==> config.mk <==
export PLATFORM = sky130hd
export DESIGN_NAME = vga_timing_gen
export DESIGN_NICKNAME = d
export VERILOG_FILES = /design/src/rtl/vga_timing_pkg.sv /design/src/rtl/vga_axis_counter.sv /design/src/rtl/vga_timing_gen.sv
export SDC_FILE = /design/constraint.sdc
export NUM_CORES = 1
export LEC_CHECK = 0
export ABC_AREA = 1
export ABC_CLOCK_PERIOD_IN_PS = 5500
export BUFFER_PORTS_ARGS = -buffer_cell sky130_fd_sc_hd__buf_2
export CORE_ASPECT_RATIO = 1.1
export CORE_MARGIN = 4
export CORE_UTILIZATION = 55
export CTS_CLUSTER_SIZE = 40
export DETAILED_ROUTE_END_ITERATION = 7
export PLACE_DENSITY = 0.78
export SLEW_MARGIN = 20
export SYNTH_ARGS = -nofsm -noshare
export SYNTH_HDL_FRONTEND = slang
export SYNTH_SLANG_ARGS = --single-unit
==> constraint.sdc <==
create_clock -name clk -period 5.5 [get_ports clk]
set_clock_uncertainty 0.2 [all_clocks]
set_input_delay 0.275 -clock clk [delete_from_list [all_inputs] [get_ports clk]]
set_output_delay 0.275 -clock clk [all_outputs]
set_load 0.02 [all_outputs]
==> src/rtl/vga_timing_pkg.sv <==
// Mode constants for the VGA sync generator: 640x480@60 defaults plus an 800x600@60 set.
// Also the helper that folds porch/sync widths into a line or frame total.
package vga_timing_pkg;

  localparam int VGA640_H_ACTIVE   = 640;
  localparam int VGA640_H_FP       = 16;
  localparam int VGA640_H_SYNC     = 96;
  localparam int VGA640_H_BP       = 48;
  localparam int VGA640_V_ACTIVE   = 480;
  localparam int VGA640_V_FP       = 10;
  localparam int VGA640_V_SYNC     = 2;
  localparam int VGA640_V_BP       = 33;
  localparam bit VGA640_H_SYNC_POL = 1'b0;
  localparam bit VGA640_V_SYNC_POL = 1'b0;

  localparam int VGA800_H_ACTIVE   = 800;
  localparam int VGA800_H_FP       = 40;
  localparam int VGA800_H_SYNC     = 128;
  localparam int VGA800_H_BP       = 88;
  localparam int VGA800_V_ACTIVE   = 600;
  localparam int VGA800_V_FP       = 1;
  localparam int VGA800_V_SYNC     = 4;
  localparam int VGA800_V_BP       = 23;
  localparam bit VGA800_H_SYNC_POL = 1'b1;
  localparam bit VGA800_V_SYNC_POL = 1'b1;

  function automatic int axisTotal(input int active, input int fp, input int sync, input int bp);
    return active + fp + sync + bp;
  endfunction

endpackage

==> src/rtl/vga_axis_counter.sv <==
// Wrapping 0..TOTAL-1 counter for one raster axis; count_next/wrap are combinational look-ahead.
// Advances only on step; resets to TOTAL-1 so the first step lands on 0.
module vga_axis_counter
  import vga_timing_pkg::*;
#(
  parameter  int TOTAL = 800,
  localparam int W     = $clog2(TOTAL)
) (
  input  logic         clk,
  input  logic         reset,
  input  logic         step,
  output logic [W-1:0] count,
  output logic         wrap,
  output logic [W-1:0] count_next
);

  localparam logic [W-1:0] LAST = W'(TOTAL - 1);

  assign wrap = step && (count == LAST);

  always_comb begin
    count_next = count;
    if (step) count_next = (count == LAST) ? '0 : count + 1'b1;
  end

  always_ff @(posedge clk or posedge reset) begin
    if (reset) count <= LAST;
    else       count <= count_next;
  end

endmodule

==> src/rtl/vga_timing_gen.sv <==
// Parametrised VGA raster/sync generator; flags decoded from next-state counters, zero skew.
// Advances one pixel per pix_en, holds everything otherwise; optional VGA_TIMING_FRAME_COUNT_EN adds frame_count.
module vga_timing_gen
  import vga_timing_pkg::*;
#(
  parameter  int H_ACTIVE   = VGA640_H_ACTIVE,
  parameter  int H_FP       = VGA640_H_FP,
  parameter  int H_SYNC     = VGA640_H_SYNC,
  parameter  int H_BP       = VGA640_H_BP,
  parameter  int V_ACTIVE   = VGA640_V_ACTIVE,
  parameter  int V_FP       = VGA640_V_FP,
  parameter  int V_SYNC     = VGA640_V_SYNC,
  parameter  int V_BP       = VGA640_V_BP,
  parameter  bit H_SYNC_POL = VGA640_H_SYNC_POL,
  parameter  bit V_SYNC_POL = VGA640_V_SYNC_POL,
  localparam int H_TOTAL    = axisTotal(H_ACTIVE, H_FP, H_SYNC, H_BP),
  localparam int V_TOTAL    = axisTotal(V_ACTIVE, V_FP, V_SYNC, V_BP),
  localparam int X_W        = $clog2(H_TOTAL),
  localparam int Y_W        = $clog2(V_TOTAL)
) (
  input  logic           clk,
  input  logic           reset,
  input  logic           pix_en,
  output logic [X_W-1:0] counter_x,
  output logic [Y_W-1:0] counter_y,
  output logic           in_display_area,
  output logic           vga_h_sync,
  output logic           vga_v_sync,
  output logic           line_start,
  output logic           frame_start
`ifdef VGA_TIMING_FRAME_COUNT_EN
  ,
  output logic [15:0]    frame_count
`endif
);

  if (H_ACTIVE < 1 || H_FP < 1 || H_SYNC < 1 || H_BP < 1 ||
      V_ACTIVE < 1 || V_FP < 1 || V_SYNC < 1 || V_BP < 1) begin : gParamCheck
    $error("vga_timing_gen: active, porch and sync widths must all be >= 1");
  end

  localparam logic [X_W-1:0] H_ACT      = X_W'(H_ACTIVE);
  localparam logic [X_W-1:0] H_SYNC_BEG = X_W'(H_ACTIVE + H_FP);
  localparam logic [X_W-1:0] H_SYNC_END = X_W'(H_ACTIVE + H_FP + H_SYNC);
  localparam logic [Y_W-1:0] V_ACT      = Y_W'(V_ACTIVE);
  localparam logic [Y_W-1:0] V_SYNC_BEG = Y_W'(V_ACTIVE + V_FP);
  localparam logic [Y_W-1:0] V_SYNC_END = Y_W'(V_ACTIVE + V_FP + V_SYNC);

  logic [X_W-1:0] xNext;
  logic [Y_W-1:0] yNext;
  logic           xWrap;
  logic           yWrap;

  vga_axis_counter #(.TOTAL(H_TOTAL)) uXCount (
    .clk        (clk),
    .reset      (reset),
    .step       (pix_en),
    .count      (counter_x),
    .wrap       (xWrap),
    .count_next (xNext)
  );

  vga_axis_counter #(.TOTAL(V_TOTAL)) uYCount (
    .clk        (clk),
    .reset      (reset),
    .step       (xWrap),
    .count      (counter_y),
    .wrap       (yWrap),
    .count_next (yNext)
  );

  // xWrap/yWrap already imply pix_en, so they mark entry to x==0 and (0,0).
  always_ff @(posedge clk or posedge reset) begin
    if (reset) begin
      in_display_area <= 1'b0;
      vga_h_sync      <= ~H_SYNC_POL;
      vga_v_sync      <= ~V_SYNC_POL;
      line_start      <= 1'b0;
      frame_start     <= 1'b0;
    end else if (pix_en) begin
      in_display_area <= (xNext < H_ACT) && (yNext < V_ACT);
      vga_h_sync      <= ((xNext >= H_SYNC_BEG) && (xNext < H_SYNC_END)) ? H_SYNC_POL : ~H_SYNC_POL;
      vga_v_sync      <= ((yNext >= V_SYNC_BEG) && (yNext < V_SYNC_END)) ? V_SYNC_POL : ~V_SYNC_POL;
      line_start      <= xWrap;
      frame_start     <= yWrap;
    end
  end

`ifdef VGA_TIMING_FRAME_COUNT_EN
  always_ff @(posedge clk or posedge reset) begin
    if (reset)      frame_count <= '0;
    else if (yWrap) frame_count <= frame_count + 16'd1;
  end
`endif

endmodule
==> results.ini, run 1 <==
[run_status]
status=finished clean

[clock_tree]
htreeDepth=1
cts_buffer_depth=2
cts_setup_buffers=0
cts-resized-gates=0
clockRootBuffer=clkbuf_4
cts_buffers=3
clkSinkCount=25
clk_pin_slew_ns=0.13
tritoncts=built
clk_latency_ns=0.32

[power]
p_total_uw=615
power_leakage_nw=1.00
p_per_area_nw_per_um2=332
irDropWorstVdd_mv=0.320

[placed_design]
dp_cells=297
io_buffers=27
gp_congestion=0.864
dp_hpwl_um=2720

[global_route]
grt_pass1_vias=1455
grt_first_pass_wirelength_um=6250
antenna_found_initial=0
grt_max_degree=26
grt_usage_pct=20.5
grt-ovfl-total=0

[setup_path]
cp_top_family=simple AND/OR/NAND/NOR gates
critPathSlowestCell=dfstp_2
critPathCaptureType=register
r2r_slack_ns=3.30
crit_fanout=10
criticalPathCategory=reg -> reg
max_stage_delay_ns=0.62
worstPathBufferInverterCount=0
crit_top_cell=nand2_1
worstRegToRegCells=12
arrival_ns=2.23
crit_chain=ha_1, nand3_2, nor2_8, nand2_4, nor2_8, nand2_2, nand2_1, nand2_1, nor2_2, nor2_1, nand3_1, nand2_1
critPathLaunchType=register
cp.depth=12
reg2reg_from=uXCount.count[0]
required_ns=5.53
r2r-end=in_display_area

[timing]
whs_ns=0.162
fin_setup_tns_ns=0
slew_viol_final=0
finalCritPeriodShare_pct=40.0
relSlewSlack_pct=38.3
clock.fmax_mhz=454
tightest_slew_ns=0.925
final.min_clock_period_ns=2.20
rsz0062_at_grt=no
finalSetupViolations=0
hold_violations=0

[cells_and_area]
seq_area_sq_um=641
multi_input_area_sq_um=842
stdcell_count=302
diodes=0
drive_gt1_share_pct=23.0
area_growth_pct=11.4
fillers=296
final_core_util_pct=65.5
fin_nets=276

[yosys]
ys_warn_count=0
synth-seq-cells=25
avgSynthCellArea_sq_um=6.93
ys_types=30
syn_nets=246
synth_area_sq_um=1660
yosysSeqAreaShare_pct=38.5
synthCells=240

[floorplanning]
initial_core_util_pct=58.8
dieArea_sq_um=3970
dieHeight_um=65.7
ios=28
num_rows=20
fp.coreArea_sq_um=2830
die_w_um=60.4

[min_path]
min_from=pix_en
holdPathEnd=vga_v_sync
worst_hold_path_type=in -> reg
whs_path_depth=3

[route]
drc=0
drtPass1Iterations=4
wl_met1_um=1460
dr.first_iter.drc_count=97
dr_wl_met2_um=1860
vias_per_cell=5.10
wire_per_inst_um=11.7
routed_wl_um=3530
dr_wl_met3_um=166
dr_total_vias=1541
antenna_left=0
highest_layer=met4

[job]
cap_violations=0

cells in the mapped netlist:
cell type,number,share of area [%]
a21oi_1,2,0.60
a21oi_2,1,0.53
a31oi_1,1,0.38
buf_4,1,0.45
buf_6,1,0.68
clkbuf_1,1,0.23
dfrtp_1,13,20
dfstp_2,12,19
ha_1,3,2.3
inv_1,37,8.4
inv_2,5,1.1
nand2_1,76,17
nand2_2,1,0.38
nand2_4,1,0.68
nand3_1,24,7.2
nand3_2,2,1.2
nand3_4,1,1.1
nand3b_1,1,0.45
nand4_1,4,1.5
nor2_1,30,6.8
nor2_2,4,1.5
nor2_8,2,2.4
nor3_1,3,0.90
o21ai_0,4,1.2
o21ai_1,2,0.60
o21ai_2,1,0.53
o21bai_1,1,0.45
or2_2,2,0.75
xnor2_1,1,0.53
xor2_1,3,1.6
per-stage QoR:
step	area, sq um	worst slack (ns)
finish	1850	3.30
global route	1850	3.12
global placement	1820	3.38
CTS	1850	3.29
detailed placement	1820	3.33
floorplan	1660	3.42
layout by cell type, fill, tap and decap left out:
cell type,instances
clkbuf_4,3
o21ai_2,1
o21ai_0,4
a21oi_1,2
o21bai_1,1
nand3_2,2
xnor2_1,1
a21oi_2,1
nor2_2,4
nand3_1,24
or2_2,2
nand2_1,76
nand2_4,1
dfstp_2,12
nor2_8,2
inv_1,37
inv_2,5
nand4_1,4
xor2_1,3
nand2_2,1
nor3_1,3
nand3b_1,1
dfrtp_1,13
dlygate4sd3_1,1
clkbuf_1,1
o21ai_1,2
a31oi_1,1
nand3_4,1
ha_1,3
nor2_1,30
buf_2,27
cell families after synthesis:
family | after synthesis | share of synthesized area (%)
and+or+nand+nor | 151 | 42.0
adders and majority gates | 3 | 2.26
xor gates and xnor gates | 4 | 2.11
AOI/OAI and AO/OA | 12 | 4.29
buffers and inverters | 45 | 10.8
DFF | 25 | 38.5
layout make-up:
type	instances	share of cell area, %
Multi-Input combinational cell	170	45.4
Sequential cell	25	34.6
Inverter	42	8.51
Timing Repair Buffer	28	7.83
Tap cell	33	2.23
Clock buffer	4	1.42
report_power, final:
part,leakage [nW],switching [mW],internal [mW]
logic,0.707,0.160,0.0816
registers,0.282,0.0525,0.240
clock network,0.0150,0.0529,0.0284
total,1.00,0.265,0.350
tightest hold or removal path: stages:
cell	delay (ns)
buf_2	0.21
nor2_1	0.16
a21oi_2	0.04
timing repair:
item	CTS	global route
setup endpoints to repair	0	0
hold buffers	1	0
endpoints found under the hold margin	13	0
worst max path at each step:
stage,from,to
after global routing,uXCount.count[0],in_display_area
final,uXCount.count[0],in_display_area
after detailed placement,uXCount.count[0],in_display_area
after floorplan,uXCount.count[0],in_display_area
after global placement,uXCount.count[0],in_display_area
after CTS,uXCount.count[0],in_display_area
per-layer routing:
metal  GRT usage (%)  up-vias
li1                -      795
met1            24.3      707
met2            36.5       34
met3            2.75        5
met4            8.40        0
met5               0        -
sequential cells by signal (all words and copies together) (netlist names):
| signal | cells |
|---|---|
| frame_start | 1 |
| vga_v_sync | 1 |
| in_display_area | 1 |
| line_start | 1 |
| uXCount.count | 10 |
| uYCount.count | 10 |
| vga_h_sync | 1 |
Power figures use the tool's default switching activity.
==> run 2: changes to the inputs <==
--- a/config.mk
+++ b/config.mk
@@ -6,14 +6,14 @@
 export NUM_CORES = 1
 export LEC_CHECK = 0
 export ABC_AREA = 1
-export ABC_CLOCK_PERIOD_IN_PS = 5500
+export ABC_CLOCK_PERIOD_IN_PS = 1810
 export BUFFER_PORTS_ARGS = -buffer_cell sky130_fd_sc_hd__buf_2
 export CORE_ASPECT_RATIO = 1.1
 export CORE_MARGIN = 4
-export CORE_UTILIZATION = 55
+export CORE_UTILIZATION = 50
 export CTS_CLUSTER_SIZE = 40
 export DETAILED_ROUTE_END_ITERATION = 7
-export PLACE_DENSITY = 0.78
+export PLACE_DENSITY = 0.75
 export SLEW_MARGIN = 20
 export SYNTH_ARGS = -nofsm -noshare
 export SYNTH_HDL_FRONTEND = slang
==> constraint.sdc (replaced) <==
create_clock -name clk -period 1.81 [get_ports clk]
set_clock_uncertainty 0.2 [all_clocks]
set_input_delay 0.0905 -clock clk [delete_from_list [all_inputs] [get_ports clk]]
set_output_delay 0.0905 -clock clk [all_outputs]
set_load 0.02 [all_outputs]
==> results.ini, run 2 (synthesized netlist as in run 1, its figures left out) <==
[setup_path]
crit_chain=ha_4, nand3_4, nor2_8, nand2_4, nor2_8, nand2_2, nand2_2, nand2_4, nor2_4, nor2_1, nand3_1, nand2_1
required_ns=1.84
criticalPathCategory=reg -> reg
critPathLaunchType=register
reg2reg_from=uXCount.count[0]
crit_fanout=5
r2r_slack_ns=-0.18
cp_top_family=simple AND/OR/NAND/NOR gates
critPathSlowestCell=dfstp_2
critPathCaptureType=register
worstRegToRegCells=12
max_stage_delay_ns=0.58
arrival_ns=2.02
worstPathBufferInverterCount=0
r2r-end=in_display_area

[cells_and_area]
stdcell_count=352
final_cell_mix=nand2_1 (65), buf_4 (41), inv_1 (37)
mostFrequentLayoutCell=nand2_1
fin_nets=325
reg.largest.list=uXCount.count (10), uYCount.count (10)
final_core_util_pct=75.6
area_growth_pct=42.1
diodes=0
drive_gt1_share_pct=42.1

[timing]
clock.fmax_mhz=501
fin_setup_tns_ns=-0.454
relSlewSlack_pct=79.1
postLayoutSetupSlackWorst_ns=-0.184
final.min_clock_period_ns=1.99
slew_viol_final=0
finalSetupViolations=4
tightest_slew_ns=0.314
rsz0062_at_grt=yes
finalCritPeriodShare_pct=110
hold_violations=0

[clock_tree]
htreeDepth=1
clk_latency_ns=0.32
clkSinkCount=25
clk_pin_slew_ns=0.13
cts_buffers=3
clockRootBuffer=clkbuf_4
tritoncts=built
cts_buffer_depth=2

[global_route]
antenna_found_initial=0
grt-ovfl-total=0
grt_max_degree=26
grt_first_pass_wirelength_um=7250
grt_pass1_vias=1655
grt_usage_pct=21.9

[route]
dr_total_vias=1776
vias_per_cell=5.05
drtPass1Iterations=4
routed_wl_um=4460
antenna_left=0
drc=0
wire_per_inst_um=12.7
dr.first_iter.drc_count=109

[floorplanning]
die_w_um=63.0
num_rows=21
fp.coreArea_sq_um=3130
ios=28
dieHeight_um=68.5
dieArea_sq_um=4310
initial_core_util_pct=53.2

[run_status]
status=finished, violations left
violations=setup timing

[placed_design]
gp_congestion=0.901
dp_hpwl_um=3310
place_ws_ns=-0.190
io_buffers=27
dp_cells=341

[job]
cap_violations=0

[power]
p_total_mw=2.24
irDropWorstVdd_mv=0.935
power_leakage_nw=1.26
p_per_area_nw_per_um2=950

[min_path]
worst_hold_path_type=in -> async

==> run 2: cell count changes in the layout (fill, tap and decap cells not counted), sizes merged <==
cell	delta
clkinv	+1
nor2	+1
clkbuf	-1
dlygate4sd3	+1
buf	+47
==> run 2: final cells by class <==
| type | count | area (sq um) |
|---|---|---|
| inverters | 42 | 158 |
| multi-input cells | 171 | 962 |
| repair buffers | 76 | 531 |
| well taps | 34 | 42.5 |
| flip-flops and latches | 25 | 642 |
| clock inverters | 1 | 5.00 |
| fillers | 255 | 764 |
| clock buffers | 3 | 22.5 |
==> run 2: worst reg2reg max path, cell delays in order (launching register included) <==
cell	delay, ns
dfstp_2	0.58
ha_4	0.16
nand3_4	0.10
nor2_8	0.13
nand2_4	0.10
nor2_8	0.15
nand2_2	0.08
nand2_2	0.09
nand2_4	0.06
nor2_4	0.09
nor2_1	0.05
nand3_1	0.06
nand2_1	0.05
==> run 2: what timing repair did <==
action / 4_1_cts / 5_1_grt
pin swaps: 7 / 3
gates resized for setup: 6 / 27
endpoints found under the setup margin: 5 / 13
hold buffers: 2 / 0
gates cloned: 1 / 0
setup buffers: 2 / 4
hold endpoints to repair: 27 / 0
==> run 2: per-layer routing <==
metal | track usage (%) | vias to the layer above | part of all wire [%]
met2 | 42.0 | 42 | 54
met5 | 0 | - | 0
met1 | 24.0 | 828 | 40
met3 | 2.63 | 7 | 3.3
met4 | 11.3 | 0 | 2.2
li1 | - | 899 | -
==> run 2: stage by stage <==
| step | area (sq um) | hold WS (ns) |
|---|---|---|
| floorplan | 1680 | -0.0911 |
| global placement | 2160 | -0.0528 |
| detailed placement | 2160 | -0.0490 |
| CTS | 2250 | 0.132 |
| global route | 2360 | 0.135 |
| finish | 2360 | 0.133 |
==> run 2: power by group <==
group	total, mW	switching, mW	leakage (nW)	internal [mW]
Combinational	1.15	0.660	0.966	0.488
Sequential	0.846	0.117	0.280	0.729
Clock	0.249	0.166	0.0177	0.0829
Total	2.24	0.943	1.26	1.30
==> run 2: how the worst max path moves through the flow <==
| stage | start | endpoint | slack [ns] | depth (start not counted) |
|---|---|---|---|---|
| finish | uXCount.count[0] | in_display_area | -0.18 | 12 |
| floorplan | uXCount.count[0] | in_display_area | -0.20 | 11 |
| detailed placement | uXCount.count[1] | in_display_area | -0.19 | 12 |
| global placement | uXCount.count[1] | in_display_area | -0.11 | 12 |
| global route | uXCount.count[0] | vga_h_sync | -0.30 | 13 |
| CTS | uXCount.count[0] | in_display_area | -0.17 | 12 |
==> run 3: changes to the inputs <==
--- a/config.mk
+++ b/config.mk
@@ -14,6 +14,8 @@
 export CTS_CLUSTER_SIZE = 40
 export DETAILED_ROUTE_END_ITERATION = 7
 export PLACE_DENSITY = 0.75
+export REMOVE_ABC_BUFFERS = 1
+export SKIP_LAST_GASP = 1
 export SLEW_MARGIN = 20
 export SYNTH_ARGS = -nofsm -noshare
 export SYNTH_HDL_FRONTEND = slang
==> results.ini, run 3 (synthesized netlist as in run 1, its figures left out) <==
[global_route]
grt_usage_pct=20.8
grt_first_pass_wirelength_um=7120
grt_pass1_vias=1654
antenna_found_initial=0
grt_max_degree=26
grt-ovfl-total=0

[setup_path]
worstRegToRegCells=13
crit_chain=ha_4, nand3_4, nor2_8, buf_6, nand3_1, nand2_1, buf_4, nand3_1, nor2_1, nor2_1, nand3_1, nand2_1, inv_1
critPathSlowestCell=dfstp_2
required_ns=1.88
startpoint=uXCount.count[0]
crit_top_cell=nand3_1
crit_fanout=3
critPathLaunchType=register
arrival_ns=2.08
endpoint=vga_h_sync
critPathCaptureType=register
r2r_slack_ns=-0.20
reg2reg_from=uXCount.count[0]
r2r-end=vga_h_sync
criticalPathCategory=reg -> reg
max_stage_delay_ns=0.58

[floorplanning]
num_rows=21
initial_core_util_pct=53.2
dieArea_sq_um=4310
dieHeight_um=68.5
die_w_um=63.0
ios=28
fp.coreArea_sq_um=3130

[timing]
finalCritPeriodShare_pct=111
hold_violations=0
slew_viol_final=0
clock.fmax_mhz=497
rsz0062_at_grt=yes
whs_ns=0.150
final.min_clock_period_ns=2.01
tightest_slew_ns=0.323
relSlewSlack_pct=78.5
finalSetupViolations=6
fin_setup_tns_ns=-0.540
postLayoutSetupSlackWorst_ns=-0.201

[clock_tree]
clockRootBuffer=clkbuf_4
clkSinkCount=25
clk_pin_slew_ns=0.14
cts_buffer_depth=2
tritoncts=built
cts_buffers=3
clk_latency_ns=0.31
htreeDepth=1

[route]
drc=0
wire_per_inst_um=12.3
drtPass1Iterations=5
antenna_left=0
vias_per_cell=5.10
dr.first_iter.drc_count=111
dr_total_vias=1800
routed_wl_um=4330

[power]
p_per_area_nw_per_um2=994
irDropWorstVdd_mv=0.733
p_total_mw=2.30
power_leakage_nw=1.27

[placed_design]
io_buffers=27
place_area_sq_um=2110
place_ws_ns=-0.209
dp_hpwl_um=3090
gp_congestion=0.856

[run_status]
violations=setup timing
status=finished, violations left

[job]
cap_violations=0

[cells_and_area]
drive_gt1_share_pct=39.5
mostFrequentLayoutCell=nand2_1
diodes=0
reg.largest.list=uXCount.count (10), uYCount.count (10)
final_cell_mix=nand2_1 (71), buf_4 (45), inv_1 (35)
final_cell_area_sq_um=2310
area_growth_pct=38.9
fin_nets=326

[min_path]
worst_hold_path_type=in -> async

==> run 3: cell types whose count changed in the layout (fill, tap and decap cells not counted), sizes merged <==
cell / before / now
nor2: 37 / 36
buf: 74 / 76
==> run 3: power by group <==
group	leakage (nW)	switching, mW	internal, mW
clock network	0.0177	0.168	0.0827
registers	0.282	0.114	0.729
logic	0.966	0.676	0.525
==> run 3: layout make-up <==
class | count | area [sq um]
inverter | 42 | 158
timing repair buffer | 78 | 538
fill | 259 | 817
clock buffer | 3 | 22.5
tap | 34 | 42.5
clock inverter | 1 | 5.00
multi-input combinational | 170 | 903
sequential | 25 | 641
==> run 3: worst min-delay path by stage <==
stage | startpoint | end
floorplan | reset | frame_start
global placement | reset | uYCount.count[1]
detailed placement | reset | uYCount.count[0]
CTS | reset | uYCount.count[0]
global route | reset | uYCount.count[0]
finish | reset | uYCount.count[0]
==> run 3: layer usage <==
| layer | share of wire, % | up-vias | GRT usage (%) |
|---|---|---|---|
| met5 | 0 | - | 0 |
| met4 | 2.2 | 0 | 6.34 |
| met3 | 5.4 | 12 | 2.63 |
| met2 | 51 | 65 | 39.9 |
| met1 | 41 | 828 | 24.3 |
| li1 | - | 895 | - |
==> run 3: metrics by stage <==
stage                     std cells  util, %
after global routing            353     73.9
after floorplan                 237        -
after CTS                       346     70.7
after global placement          337     67.5
after detailed placement        337     67.5
final                           353     73.9
==> run 3: repair_timing <==
action / CTS / global route
gates cloned: 0 / 0
setup endpoints to repair: 8 / 14
endpoints found under the hold margin: 27 / 0
buffers inserted: 3 / 7
hold buffers: 2 / 0
resized for setup: 9 / 17
pin swaps: 5 / 13
==> run 3: worst max-delay path: cells and delay by family, from the launching register on <==
family                     cells  cell delay, ns
buffers and inverters          3            0.28
and+or+nand+nor                9            0.76
adders and majority gates      1            0.16
DFF                            1            0.58
